`config.mk`:
```
export PLATFORM = sky130hd
export DESIGN_NAME = cdc_send_pacer
export DESIGN_NICKNAME = d
export VERILOG_FILES = /design/src/rtl/cdc_send_pacer.sv
export SDC_FILE = /design/constraint.sdc
export NUM_CORES = 1
export LEC_CHECK = 0
export CORE_UTILIZATION = 52
export CTS_BUF_LIST = sky130_fd_sc_hd__clkbuf_4
export DETAILED_ROUTE_END_ITERATION = 8
export GPL_TIMING_DRIVEN = 0
export PLACE_DENSITY = 0.82
export SYNTH_ARGS = -nofsm -noshare
export SYNTH_HDL_FRONTEND = slang
export SYNTH_SLANG_ARGS = --single-unit
```
`constraint.sdc`:
```
create_clock -name clk_i -period 2.4 [get_ports clk_i]
set_input_delay 0.48 -clock clk_i [delete_from_list [all_inputs] [get_ports clk_i]]
set_output_delay 0.48 -clock clk_i [all_outputs]
set_load 0.005 [all_outputs]
```
`src/rtl/cdc_send_pacer.sv`:
```
// -----------------------------------------------------------------------------
// cdc_send_pacer
//
// Send-domain pacing stage placed directly in front of a pulse-based
// clock-domain crossing. Incoming bytes are buffered in a small FIFO and
// re-emitted one at a time as single-cycle launch pulses. Consecutive pulses
// are always separated by at least GAP idle cycles, so the receive-side pulse
// synchroniser never sees two pulses it cannot resolve. Bytes that arrive
// while the buffer is full are discarded and flagged on a sticky overflow bit.
//
// Parameters
//   DATA_W   byte width
//   DEPTH    FIFO entries (power of two, >= 2)
//   GAP      minimum idle cycles between valid_o pulses (1..255)
//
// Ports
//   clk_i       in   send-domain clock (only clock)
//   resetn_i    in   asynchronous active-low reset
//   data_i      in   byte from the producer
//   valid_i     in   byte present, sampled on rising clk_i
//   ready_o     out  buffer not full (combinational from the level)
//   clr_i       in   single-cycle pulse clearing overflow_o
//   data_o      out  registered byte toward the CDC stage
//   valid_o     out  registered single-cycle launch pulse
//   level_o     out  current FIFO occupancy, 0..DEPTH
//   overflow_o  out  sticky flag: a byte was dropped on a full buffer
// -----------------------------------------------------------------------------
module cdc_send_pacer #(
  parameter int DATA_W = 8,
  parameter int DEPTH  = 4,
  parameter int GAP    = 4
) (
  input  logic                       clk_i,
  input  logic                       resetn_i,
  input  logic [DATA_W-1:0]          data_i,
  input  logic                       valid_i,
  output logic                       ready_o,
  input  logic                       clr_i,
  output logic [DATA_W-1:0]          data_o,
  output logic                       valid_o,
  output logic [$clog2(DEPTH):0]     level_o,
  output logic                       overflow_o
);

  localparam int AW = $clog2(DEPTH);
  localparam int LW = AW + 1;

  typedef enum logic {
    ST_IDLE = 1'b0,
    ST_GAP  = 1'b1
  } state_t;

  // ---------------------------------------------------------------------------
  // Storage and bookkeeping registers
  // ---------------------------------------------------------------------------
  logic [DATA_W-1:0] r_mem [DEPTH];
  logic [AW-1:0]     r_wptr;
  logic [AW-1:0]     r_rptr;
  logic [LW-1:0]     r_level;
  logic              r_overflow;

  state_t            r_state;
  logic [7:0]        r_cnt;
  logic              r_valid;
  logic [DATA_W-1:0] r_data;

  // ---------------------------------------------------------------------------
  // Combinational handshake decode
  // ---------------------------------------------------------------------------
  logic              w_full;
  logic              w_empty;
  logic              w_push;
  logic              w_drop;
  logic              w_pop;
  logic [DATA_W-1:0] w_head;

  // Fullness is judged on the level before the edge, so a byte offered to a
  // full buffer is dropped even if the pacer pops an entry at that same edge.
  assign w_full  = (r_level == LW'(DEPTH));
  assign w_empty = (r_level == '0);
  assign w_push  = valid_i && !w_full;
  assign w_drop  = valid_i &&  w_full;
  // The only place an entry leaves the buffer is a launch from IDLE.
  assign w_pop   = (r_state == ST_IDLE) && !w_empty;
  assign w_head  = r_mem[r_rptr];

  // ---------------------------------------------------------------------------
  // FIFO storage: plain array, written at the tail. No reset is needed on the
  // contents because the pointers and level define what is valid.
  // ---------------------------------------------------------------------------
  always_ff @(posedge clk_i) begin
    if (w_push) begin
      r_mem[r_wptr] <= data_i;
    end
  end

  // ---------------------------------------------------------------------------
  // Pointers and occupancy. Pointers are AW bits and wrap modulo DEPTH on
  // their own since DEPTH is a power of two; the extra level bit
  // distinguishes full from empty.
  // ---------------------------------------------------------------------------
  always_ff @(posedge clk_i or negedge resetn_i) begin
    if (!resetn_i) begin
      r_wptr  <= '0;
      r_rptr  <= '0;
      r_level <= '0;
    end else begin
      if (w_push) begin
        r_wptr <= r_wptr + AW'(1);
      end
      if (w_pop) begin
        r_rptr <= r_rptr + AW'(1);
      end
      r_level <= r_level + LW'(w_push) - LW'(w_pop);
    end
  end

  // ---------------------------------------------------------------------------
  // Sticky overflow. A drop at the same edge as a clear wins, so a byte lost
  // right as software acknowledges the previous loss is never hidden.
  // ---------------------------------------------------------------------------
  always_ff @(posedge clk_i or negedge resetn_i) begin
    if (!resetn_i) begin
      r_overflow <= 1'b0;
    end else if (w_drop) begin
      r_overflow <= 1'b1;
    end else if (clr_i) begin
      r_overflow <= 1'b0;
    end
  end

  // ---------------------------------------------------------------------------
  // Pacing FSM.
  //   IDLE: launch the head byte as soon as one is queued, load the gap
  //         counter with GAP.
  //   GAP : count down; the edge that sees cnt==1 returns to IDLE, so the
  //         earliest next launch is GAP+1 edges after the previous one and
  //         exactly GAP cycles with valid_o low lie between pulses.
  // data_o keeps the last launched byte; only reset clears it.
  // ---------------------------------------------------------------------------
  always_ff @(posedge clk_i or negedge resetn_i) begin
    if (!resetn_i) begin
      r_state <= ST_IDLE;
      r_cnt   <= '0;
      r_valid <= 1'b0;
      r_data  <= '0;
    end else begin
      case (r_state)
        ST_IDLE: begin
          if (w_pop) begin
            r_data  <= w_head;
            r_valid <= 1'b1;
            r_cnt   <= 8'(GAP);
            r_state <= ST_GAP;
          end else begin
            r_valid <= 1'b0;
          end
        end
        ST_GAP: begin
          r_valid <= 1'b0;
          // cnt<=1 also covers a counter that somehow reached 0, so the FSM
          // can never get stuck in GAP.
          if (r_cnt > 8'd1) begin
            r_cnt <= r_cnt - 8'd1;
          end else begin
            r_state <= ST_IDLE;
          end
        end
        default: begin
          r_valid <= 1'b0;
          r_state <= ST_IDLE;
        end
      endcase
    end
  end

  // ---------------------------------------------------------------------------
  // Outputs
  // ---------------------------------------------------------------------------
  assign ready_o    = !w_full;
  assign data_o     = r_data;
  assign valid_o    = r_valid;
  assign level_o    = r_level;
  assign overflow_o = r_overflow;

endmodule

```
==> metrics.cfg, run 1 <==
[clock_tree]
clock_sinks = 58
clkTransAtPathRegs_ns = 0.09
cts_tree = yes
htreeDepth = 3
cts_buffers = 9
clockRootBuffer = clkbuf_4
cts_buffer_depth = 2
postCtsHoldBufs = 0
clk_latency_ns = 0.39

[logic_synthesis]
synth-seq-cells = 58
yosys-top-cells-count = 32 x edfxtp_1, 26 x dfrtp_1, 10 x inv_1
synth_cell_types = 32
synth_edf_count = 32
postSynthNetCount = 170
yosysMostFrequentCell = edfxtp_1
synth_top_area_share_pct = 40.0
syn_inst = 149
ys_dominant_reg_cell = edfxtp_1
synthTopCellsByArea = edfxtp_1 40%, dfrtp_1 27%, mux4_2 7.5%
postSynthAreaPerCell_um2 = 16.1
synth-async-reset-ratio_pct = 44.8
synth_warnings = 0
synth_top_cell_by_area = edfxtp_1
synth_area_um2 = 2400
synth-seq-area-share_pct = 67.0

[power]
p_per_area_nw_per_um2 = 1280
vdd_drop_max_v = 0.000755
leakage_nw = 1.12

[drt]
dr.pass1.iters = 4
vias = 1406
drtIter0Drc = 66
antenna_left = 0
remaining_drc_errors = 0
wl_per_cell_um = 17.5
drt-vias-per-instance = 5.76
routed_wl_um = 4260

[sta]
fin_tns_setup_ns = 0
setup_violations = 0
final.setup_skew_ns = 0.0105
period_share_pct = 93.6
max_slew_margin_pct = 62.5
finalMaxSlewViolations = 0
period_needed_ns = 2.25
hold_viol_final = 0
fin_hold_ws_ns = 0.341
tightest_slew_ns = 0.562
rsz0062_at_grt = no
fmax_mhz = 445

[placement]
gp_congestion = 0.785
post-dp-hpwl_um = 2940
dp_cells = 226
io_buffer_count = 25

[global_routing]
grt_pass1_wl_um = 7230
met3_usage_pct = 4.76
gr-usage-all-layers_pct = 20.5
grt-busiest-layer = met2
first_global_vias = 1535
antenna_found_initial = 0
grt_max_degree = 27
gr-usage-met2_pct = 35.3
grt-ovfl-total = 0
met1_usage_pct = 22.6

[final_layout]
area_growth_syn_to_layout_pct = 21.1
utilization_pct = 66.0
diodes = 0
instances_no_fill = 244
fin_nets = 208
drive_above_1_share_pct = 21.9

[worst_setup_path]
cp.arrival_ns = 2.57
cp_max_fo = 15
critical_path_class = reg2reg
crit_required_ns = 2.72
cp-end-kind = flop
startpoint_type = flop

[floorplanning]
coreArea_um2 = 4410
start_util_pct = 54.5
die_width_um = 70.0
num_rows = 24
ios = 26
dieArea_um2 = 4900
die_h_um = 70.0

[outcome]
run_status = completed

[hold_path]
hold_path.class = in2async

[run]
drv_cap = 0

[metal layers]
metal  up-vias  routed length, µm  share of wire [%]
li1        636                  -                  -
met1       727               1640                 38
met2        33               2350                 55
met3        10                154                3.6
met4         0                121                2.8
met5         -                  0                  0
[where the power goes]
group / switching (mW) / internal [mW]
Clock: 0.339 / 0.330
Combinational: 0.670 / 0.781
Sequential: 0.203 / 1.39
Total: 1.21 / 2.50
[state kept, by name, indices dropped and copies added, names as in the netlist]
| register | count |
|---|---|
| r_state | 1 |
| r_mem | 32 |
| level_o | 3 |
| valid_o | 1 |
| r_rptr | 2 |
| overflow_o | 1 |
| data_o | 8 |
| r_cnt | 8 |
| r_wptr | 2 |
[final timing paths]
kind                                        from  slack, ns               endpoint  cells after the start
max                         level_o[0]$_DFF_PN0_       0.15   level_o[2]$_DFF_PN0_                      9
min                                     resetn_i       0.34      valid_o$_DFF_PN0_                      1
max reg2reg                 level_o[0]$_DFF_PN0_       0.15   level_o[2]$_DFF_PN0_                      9
min reg2reg                data_o[4]$_DFFE_PN0P_       0.52  data_o[4]$_DFFE_PN0P_                      1
max in group asynchronous               resetn_i       1.58  data_o[7]$_DFFE_PN0P_                      2
min in group clk_i         data_o[4]$_DFFE_PN0P_       0.52  data_o[4]$_DFFE_PN0P_                      1
[kinds of logic after synthesis]
| family | Yosys count | synth area share (%) |
|---|---|---|
| muxes | 19 | 12.5 |
| xor gates and xnor gates | 5 | 1.82 |
| DFF | 58 | 67.0 |
| buffers and inverters | 16 | 2.65 |
| AOI/OAI and AO/OA | 18 | 4.94 |
| adders and majority gates | 9 | 4.99 |
| and+or+nand+nor | 24 | 6.04 |
[cell usage in the layout (no fill, tap or decap), drive strengths merged]
| master | synthesis | final |
|---|---|---|
| nor3 | 2 | 2 |
| mux4 | 8 | 8 |
| clkinv | 0 | 4 |
| or4 | 2 | 2 |
| o41ai | 2 | 2 |
| edfxtp | 32 | 32 |
| buf | 3 | 4 |
| nand4 | 1 | 1 |
| nor2b | 1 | 1 |
| nand2b | 1 | 1 |
| and2 | 4 | 4 |
| nand2 | 3 | 3 |
| clkbuf | 3 | 15 |
| nor2 | 3 | 3 |
| ha | 8 | 8 |
| bufinv | 0 | 1 |
| o21ai | 5 | 5 |
| mux2 | 9 | 9 |
| o211ai | 1 | 1 |
| or3 | 3 | 3 |
| xor2 | 2 | 2 |
| or3b | 1 | 1 |
| inv | 10 | 10 |
| dfrtp | 26 | 26 |
| mux2i | 2 | 2 |
| o221ai | 2 | 2 |
| nor3b | 2 | 2 |
| or2 | 1 | 1 |
| clkdlybuf4s50 | 0 | 25 |
| o31ai | 3 | 3 |
| xnor2 | 3 | 3 |
| a21oi | 2 | 2 |
| fa | 1 | 1 |
| o22ai | 3 | 3 |
[critical path: stages (launching register included)]
cell     delay [ns]
dfrtp_1        0.47
nor3_4         0.09
nor2_4         0.34
ha_1           0.32
inv_1          0.07
ha_1           0.14
inv_1          0.05
fa_1           0.37
xnor2_1        0.20
xnor2_1        0.13
[stage by stage]
step / power, mW / cell area [µm²] / setup slack [ns]
2_1_floorplan: 2.48 / 2400 / 0.0350
3_3_place_gp: 2.90 / 2720 / -0.302
3_5_place_dp: 3.03 / 2720 / -0.412
4_1_cts: 3.73 / 2870 / 0.0239
5_1_grt: 3.96 / 2910 / 0.00145
6_report: 3.71 / 2910 / 0.153
[final cells by class]
cell class	instances	area [µm²]
sequential	58	1610
fill	306	1500
multi-input combinational	75	756
timing repair buffer	28	290
clock buffer	11	82.6
tap	52	65.1
clock inverter	5	46.3
inverter	10	37.5
buffer	5	21.3
[repair_timing]
action | in CTS | in global routing
buffers inserted | 1 | 1
gates resized for setup | 4 | 4
setup endpoints to repair | 2 | 3
pin swaps | 1 | 2
Note: power is estimated with default switching activity, not from simulation.
==> run 2, diff against run 1 <==
--- a/config.mk
+++ b/config.mk
@@ -10,6 +10,7 @@
 export DETAILED_ROUTE_END_ITERATION = 8
 export GPL_TIMING_DRIVEN = 0
 export PLACE_DENSITY = 0.82
+export SLEW_MARGIN = 10
 export SYNTH_ARGS = -nofsm -noshare
 export SYNTH_HDL_FRONTEND = slang
 export SYNTH_SLANG_ARGS = --single-unit
==> run 2 against run 1 <==
  * Critical endpoint unchanged
  * Global-route usage did not move
  * Flip-flop and latch count stayed put
  * Die area unchanged
  * Non-clock buffer count down 1
  * Register-to-register slack about the same
  * Worst hold slack worse by 0.26 ns
==> metrics.cfg, run 2 (synthesis gave the netlist of run 1 again) <==
[outcome]
run_status = completed

[power]
vdd_drop_max_v = 0.000752  ; -0.45%
clockPowerShare_pct = 18.0  ; about the same
p_total_mw = 3.71  ; -0.19%
p_sw_mw = 1.21  ; -0.20%
power_frac_seq_pct = 43.0  ; about the same
leakage_nw = 1.11  ; -1.1%
swShare_pct = 32.6  ; about the same
cell_internal_pwr_mw = 2.50  ; -0.19%
p_per_area_nw_per_um2 = 1290  ; +0.85%
combPwrFrac_pct = 39.1  ; about the same

[worst_setup_path]
critPathMaxStageDelay_ns = 0.47  ; about the same
r2r_slack_ns = 0.15  ; about the same
worstRegToRegCells = 9  ; unchanged
crit_chain = nor3_4 -> nor2_4 -> ha_1 -> inv_1 -> ha_1 -> inv_1 -> fa_1 -> xnor2_1 -> xnor2_1
critPathSlowestCell = dfrtp_1
cp-end-kind = flop
reg2reg_from = level_o[0]$_DFF_PN0_
r2r_end = level_o[2]$_DFF_PN0_
critical_path_class = reg2reg
cp_num_buf_inv = 2  ; unchanged
cp_max_fo = 15  ; unchanged
startpoint_type = flop
cp.arrival_ns = 2.57  ; about the same
crit_family = adder cells
crit_required_ns = 2.72  ; about the same

[run]
drv_cap = 0  ; unchanged

[floorplanning]
dieArea_um2 = 4900  ; unchanged
die_h_um = 70.0  ; unchanged
num_rows = 24  ; unchanged
start_util_pct = 54.5  ; unchanged
coreArea_um2 = 4410  ; unchanged
ios = 26  ; unchanged
die_width_um = 70.0  ; unchanged

[global_routing]
antenna_found_initial = 0  ; unchanged
grt_pass1_wl_um = 7230  ; unchanged
grt-ovfl-total = 0  ; unchanged
first_global_vias = 1535  ; unchanged
grt_max_degree = 27  ; unchanged
gr-usage-all-layers_pct = 20.5  ; unchanged

[final_layout]
regMostFlops = r_mem
instances_no_fill = 243  ; -0.41%
largest_register_ffs = 32  ; unchanged
register_area_um2 = 1610  ; unchanged
mostFrequentLayoutCells = 32 x edfxtp_1, 25 x dfrtp_1, 24 x clkdlybuf4s50_1, 11 x clkbuf_4, 10 x inv_1
multi_input_area_um2 = 756  ; unchanged
final_common_cell = edfxtp_1
drive_above_1_share_pct = 22.0  ; +0.11 points
fillCellCount = 309  ; +0.98%
fin_nets = 207  ; -0.48%
diodes = 0  ; unchanged
area_growth_syn_to_layout_pct = 19.8

[drt]
drt-vias-per-instance = 5.72  ; -0.73%
vias = 1390  ; -1.1%
drtIter0Drc = 61  ; -7.6%
wl_per_cell_um = 17.6  ; +0.58%
antenna_left = 0  ; unchanged
remaining_drc_errors = 0  ; unchanged
routed_wl_um = 4270  ; +0.16%
dr.pass1.iters = 4  ; unchanged

[placement]
dp_cells = 226  ; unchanged
post-dp-hpwl_um = 2940  ; unchanged
io_buffer_count = 25  ; unchanged
gp_congestion = 0.785  ; unchanged

[sta]
tightest_slew_ns = 0.608  ; +0.0453 ns
hold_viol_final = 0  ; unchanged
period_share_pct = 93.8  ; +0.15 points
fin_hold_ws_ns = 0.0817  ; -0.259 ns
finalMaxSlewViolations = 0  ; unchanged
fin_tns_setup_ns = 0  ; unchanged
fmax_mhz = 444  ; -0.16%
period_needed_ns = 2.25  ; +0.00366 ns
rsz0062_at_grt = no
setup_violations = 0  ; unchanged
max_slew_margin_pct = 59.5  ; -3.0 points
final.setup_skew_ns = 0.0109  ; +0.000420 ns

[clock_tree]
cts_buffer_depth = 2  ; unchanged
clockRootBuffer = clkbuf_4
clock_sinks = 58  ; unchanged
postCtsHoldBufs = 0  ; unchanged
cts_tree = yes
clk_latency_ns = 0.40  ; about the same
cts_buffers = 9  ; unchanged
clkTransAtPathRegs_ns = 0.09  ; about the same
htreeDepth = 3  ; unchanged

[hold_path]
hold_path.class = in2async

-- run 2: area by class of cell --
| class | instances | share of cell area (%) |
|---|---|---|
| Clock inverter | 5 | 1.61 |
| Timing Repair Buffer | 27 | 9.03 |
| Multi-Input combinational cell | 75 | 26.2 |
| Inverter | 10 | 1.30 |
| Tap cell | 52 | 2.26 |
| Clock buffer | 11 | 2.87 |
| Sequential cell | 58 | 56.0 |
| Buffer | 5 | 0.738 |
-- run 2: power groups by stage --
stage                     registers (mW)  clock network (mW)  logic [mW]
after global placement              1.57                   0        1.33
after detailed placement            1.61                   0        1.43
after floorplan                     1.56                   0       0.919
after CTS                           1.60               0.683        1.45
final                               1.59               0.666        1.45
after global routing                1.63               0.723        1.61
-- run 2: how the worst max path moves through the flow --
stage,startpoint,end,slack (ns),cells after the start
3_3_place_gp,valid_i,level_o[2]$_DFF_PN0_,-0.30,10
5_1_grt,level_o[0]$_DFF_PN0_,level_o[2]$_DFF_PN0_,0.001,9
3_5_place_dp,valid_i,level_o[2]$_DFF_PN0_,-0.41,10
4_1_cts,level_o[1]$_DFF_PN0_,level_o[2]$_DFF_PN0_,0.02,10
2_1_floorplan,level_o[1]$_DFF_PN0_,level_o[2]$_DFF_PN0_,0.03,10
6_report,level_o[0]$_DFF_PN0_,level_o[2]$_DFF_PN0_,0.15,9
-- run 2: worst reg2reg max path, delay by kind of cell, from the launching register on --
| family | cells | cell delay [ns] |
|---|---|---|
| XOR/XNOR | 2 | 0.33 |
| flip-flops | 1 | 0.47 |
| AND/OR/NAND/NOR | 2 | 0.44 |
| buffers and inverters | 2 | 0.12 |
| adder cells (fa/ha/maj) | 3 | 0.83 |
-- run 2: layer usage --
layer / global-route usage [%] / vias to the layer above / routed length, µm
met5: 0 / - / 0
met4: 13.6 / 0 / 121
met3: 4.76 / 10 / 156
met2: 35.3 / 34 / 2320
met1: 22.6 / 713 / 1670
li1: - / 633 / -
-- run 2: what timing repair did --
action	CTS	global route
setup endpoints to repair	2	3
resized for setup	4	4
setup buffers	1	1
endpoints found under the hold margin	0	0
gates cloned	0	0
pin swaps	1	2
-- run 2: metrics by stage --
stage | setup WS (ns) | util (%) | cell area, µm²
6_report | 0.149 | 65.3 | 2880
3_3_place_gp | -0.302 | 61.6 | 2720
2_1_floorplan | 0.0350 | - | 2400
5_1_grt | 0.00145 | 65.3 | 2880
3_5_place_dp | -0.412 | 61.6 | 2720
4_1_cts | 0.0239 | 65.0 | 2870
==> run 3, diff against run 2 <==
--- a/config.mk
+++ b/config.mk
@@ -5,7 +5,9 @@
 export SDC_FILE = /design/constraint.sdc
 export NUM_CORES = 1
 export LEC_CHECK = 0
-export CORE_UTILIZATION = 52
+export CELL_PAD_IN_SITES_DETAIL_PLACEMENT = 0
+export CELL_PAD_IN_SITES_GLOBAL_PLACEMENT = 1
+export CORE_UTILIZATION = 44
 export CTS_BUF_LIST = sky130_fd_sc_hd__clkbuf_4
 export DETAILED_ROUTE_END_ITERATION = 8
 export GPL_TIMING_DRIVEN = 0
==> run 3 against run 2 <==
  * Final cell count rose by 9.1%
  * Routed wire length fell by 4.2%
  * Die area rose by 18%
  * Clock power rose by 17%
  * Critical path depth rose by 1
  * Flip-flop and latch count did not move
  * First-iteration DRC count fell by 23%
  * Critical endpoint unchanged
  * Maximum frequency fell by 0.25%
  * Register-to-register slack barely moved
  * Largest power group unchanged
  * Utilization fell by 7.9 points
  * Worst setup slack got worse by 0.0055 ns
==> metrics.cfg, run 3 (synthesis gave the netlist of run 1 again) <==
[clock_tree]
cts_buffers = 9  ; unchanged
cts_tree = yes
clk_latency_ns = 0.39  ; about the same
clockRootBuffer = clkbuf_4
cts_buffer_depth = 2  ; unchanged
clkTransAtPathRegs_ns = 0.10  ; about the same
postCtsHoldBufs = 0  ; unchanged
clock_sinks = 58  ; unchanged
htreeDepth = 3  ; unchanged

[power]
vdd_drop_max_v = 0.000698  ; -7.2%
clockPowerShare_pct = 20.3  ; +2.3 points
leakage_nw = 1.14  ; +3.1%
swShare_pct = 31.5  ; -1.1 points
p_sw_mw = 1.21  ; +0.23%
p_per_area_nw_per_um2 = 1290  ; +0.67%
power_frac_seq_pct = 41.2  ; -1.8 points
combPwrFrac_pct = 38.5  ; -0.6 points
cell_internal_pwr_mw = 2.63  ; +5.4%

[global_routing]
grt_pass1_wl_um = 6870  ; -5.0%
grt-ovfl-total = 0  ; unchanged
antenna_found_initial = 0  ; unchanged
grt_max_degree = 27  ; unchanged
gr-usage-all-layers_pct = 16.2  ; -4.3 points
first_global_vias = 1439  ; -6.3%

[hold_path]
hold_path.class = in2async

[floorplanning]
coreArea_um2 = 5170  ; +17%
num_rows = 26  ; +8.3%
die_h_um = 75.9  ; +8.5%
ios = 26  ; unchanged
die_width_um = 75.9  ; +8.5%
start_util_pct = 46.5  ; -8.0 points
dieArea_um2 = 5770  ; +18%

[final_layout]
drive_above_1_share_pct = 24.6  ; +2.6 points
multi_input_area_um2 = 756  ; unchanged
instances_no_fill = 265  ; +9.1%
fillCellCount = 405  ; +31%
register_area_um2 = 1610  ; unchanged
fin_nets = 211  ; +1.9%
largest_register_ffs = 32  ; unchanged
regMostFlops = r_mem
utilization_pct = 57.4  ; -7.9 points
diodes = 0  ; unchanged
area_growth_syn_to_layout_pct = 23.5
final_common_cell = edfxtp_1
mostFrequentLayoutCells = 32 x edfxtp_1, 25 x dfrtp_1, 24 x clkdlybuf4s50_1, 10 x inv_1, 10 x clkbuf_4

[drt]
dr.pass1.iters = 4  ; unchanged
drt-vias-per-instance = 5.24  ; -8.4%
wl_per_cell_um = 15.4  ; -12%
vias = 1389  ; -0.072%
antenna_left = 0  ; unchanged
drtIter0Drc = 47  ; -23%
routed_wl_um = 4090  ; -4.2%
remaining_drc_errors = 0  ; unchanged

[placement]
io_buffer_count = 25  ; unchanged
post-dp-hpwl_um = 2620  ; -11%
gp_congestion = 0.771  ; -1.8%
dp_cells = 244  ; +8.0%

[worst_setup_path]
r2r_end = level_o[2]$_DFF_PN0_
reg2reg_from = level_o[1]$_DFF_PN0_
crit_chain = nor3_4 -> nor2_4 -> buf_8 -> ha_1 -> inv_1 -> ha_1 -> inv_1 -> fa_1 -> xnor2_1 -> xnor2_1
cp.arrival_ns = 2.57  ; about the same
critPathMaxStageDelay_ns = 0.47  ; about the same
r2r_slack_ns = 0.14  ; about the same
critical_path_class = reg2reg
cp-end-kind = flop
crit_required_ns = 2.72  ; about the same
worstRegToRegCells = 10  ; +1
cp_max_fo = 11  ; -4
critPathSlowestCell = dfrtp_2
startpoint_type = flop

[sta]
hold_viol_final = 0  ; unchanged
max_slew_margin_pct = 59.4  ; -0.12 points
tightest_slew_ns = 0.610  ; +0.00187 ns
final.setup_skew_ns = 0.0102  ; -0.000701 ns
period_share_pct = 94.0  ; +0.23 points
period_needed_ns = 2.26  ; +0.00553 ns
setup_violations = 0  ; unchanged
finalMaxSlewViolations = 0  ; unchanged
fmax_mhz = 443  ; -0.25%

[run]
drv_cap = 0  ; unchanged

[outcome]
run_status = completed

run 3: power groups by stage:
stage	Sequential, mW	Combinational, mW	Clock [mW]
after floorplan	1.56	0.919	0
after global placement	1.57	1.34	0
after detailed placement	1.59	1.40	0
after CTS	1.59	1.44	0.803
after global routing	1.63	1.66	0.844
final	1.58	1.48	0.782
run 3: worst max-delay path by stage:
stage | start | endpoint | slack [ns] | cells past startpoint
after global routing | level_o[1]$_DFF_PN0_ | level_o[2]$_DFF_PN0_ | -0.0002 | 10
after detailed placement | valid_i | level_o[2]$_DFF_PN0_ | -0.36 | 10
final | level_o[1]$_DFF_PN0_ | level_o[2]$_DFF_PN0_ | 0.14 | 10
after CTS | level_o[1]$_DFF_PN0_ | level_o[2]$_DFF_PN0_ | 0.03 | 10
after floorplan | level_o[1]$_DFF_PN0_ | level_o[2]$_DFF_PN0_ | 0.03 | 10
after global placement | level_o[1]$_DFF_PN0_ | level_o[2]$_DFF_PN0_ | -0.27 | 10
run 3: through the flow:
step                 TNS [ns]  power (mW)  area, µm²  hold WS (ns)  worst slack (ns)
floorplan                   0        2.48       2400         0.184            0.0350
global route        -0.000183        4.13       2970        0.0873         -0.000183
CTS                         0        3.83       2930         0.525            0.0341
global placement       -0.405        2.91       2740         0.493            -0.275
detailed placement     -0.566        3.00       2740         0.501            -0.356
finish                      0        3.84       2970        0.0826             0.144
run 3: repair_timing:
action                     4_1_cts  5_1_grt
buffers inserted                 1        4
gates resized for setup          5        5
pin swaps                        1        4
setup endpoints to repair        2        1
run 3: routing by layer:
metal | wire length [µm] | vias to the layer above | GRT usage (%)
met5 | 0 | - | 0
met4 | 97 | 0 | 9.23
met3 | 139 | 11 | 5.54
met2 | 2070 | 28 | 25.6
met1 | 1780 | 704 | 19.3
li1 | - | 646 | -
run 3: area by class of cell:
type	instances	share of cell area (%)
multi-input combinational	75	25.5
tap	70	2.95
timing repair buffer	30	9.52
clock buffer	10	2.53
clock inverter	6	2.74
sequential	58	54.3
inverter	10	1.26
buffer	6	1.22
run 3: critical path, delay by kind of cell (launching register included):
family / cells / cell delay (ns)
adders and majority gates: 3 / 0.76
xor gates and xnor gates: 2 / 0.32
DFF: 1 / 0.47
and+or+nand+nor: 2 / 0.36
buffers and inverters: 3 / 0.27
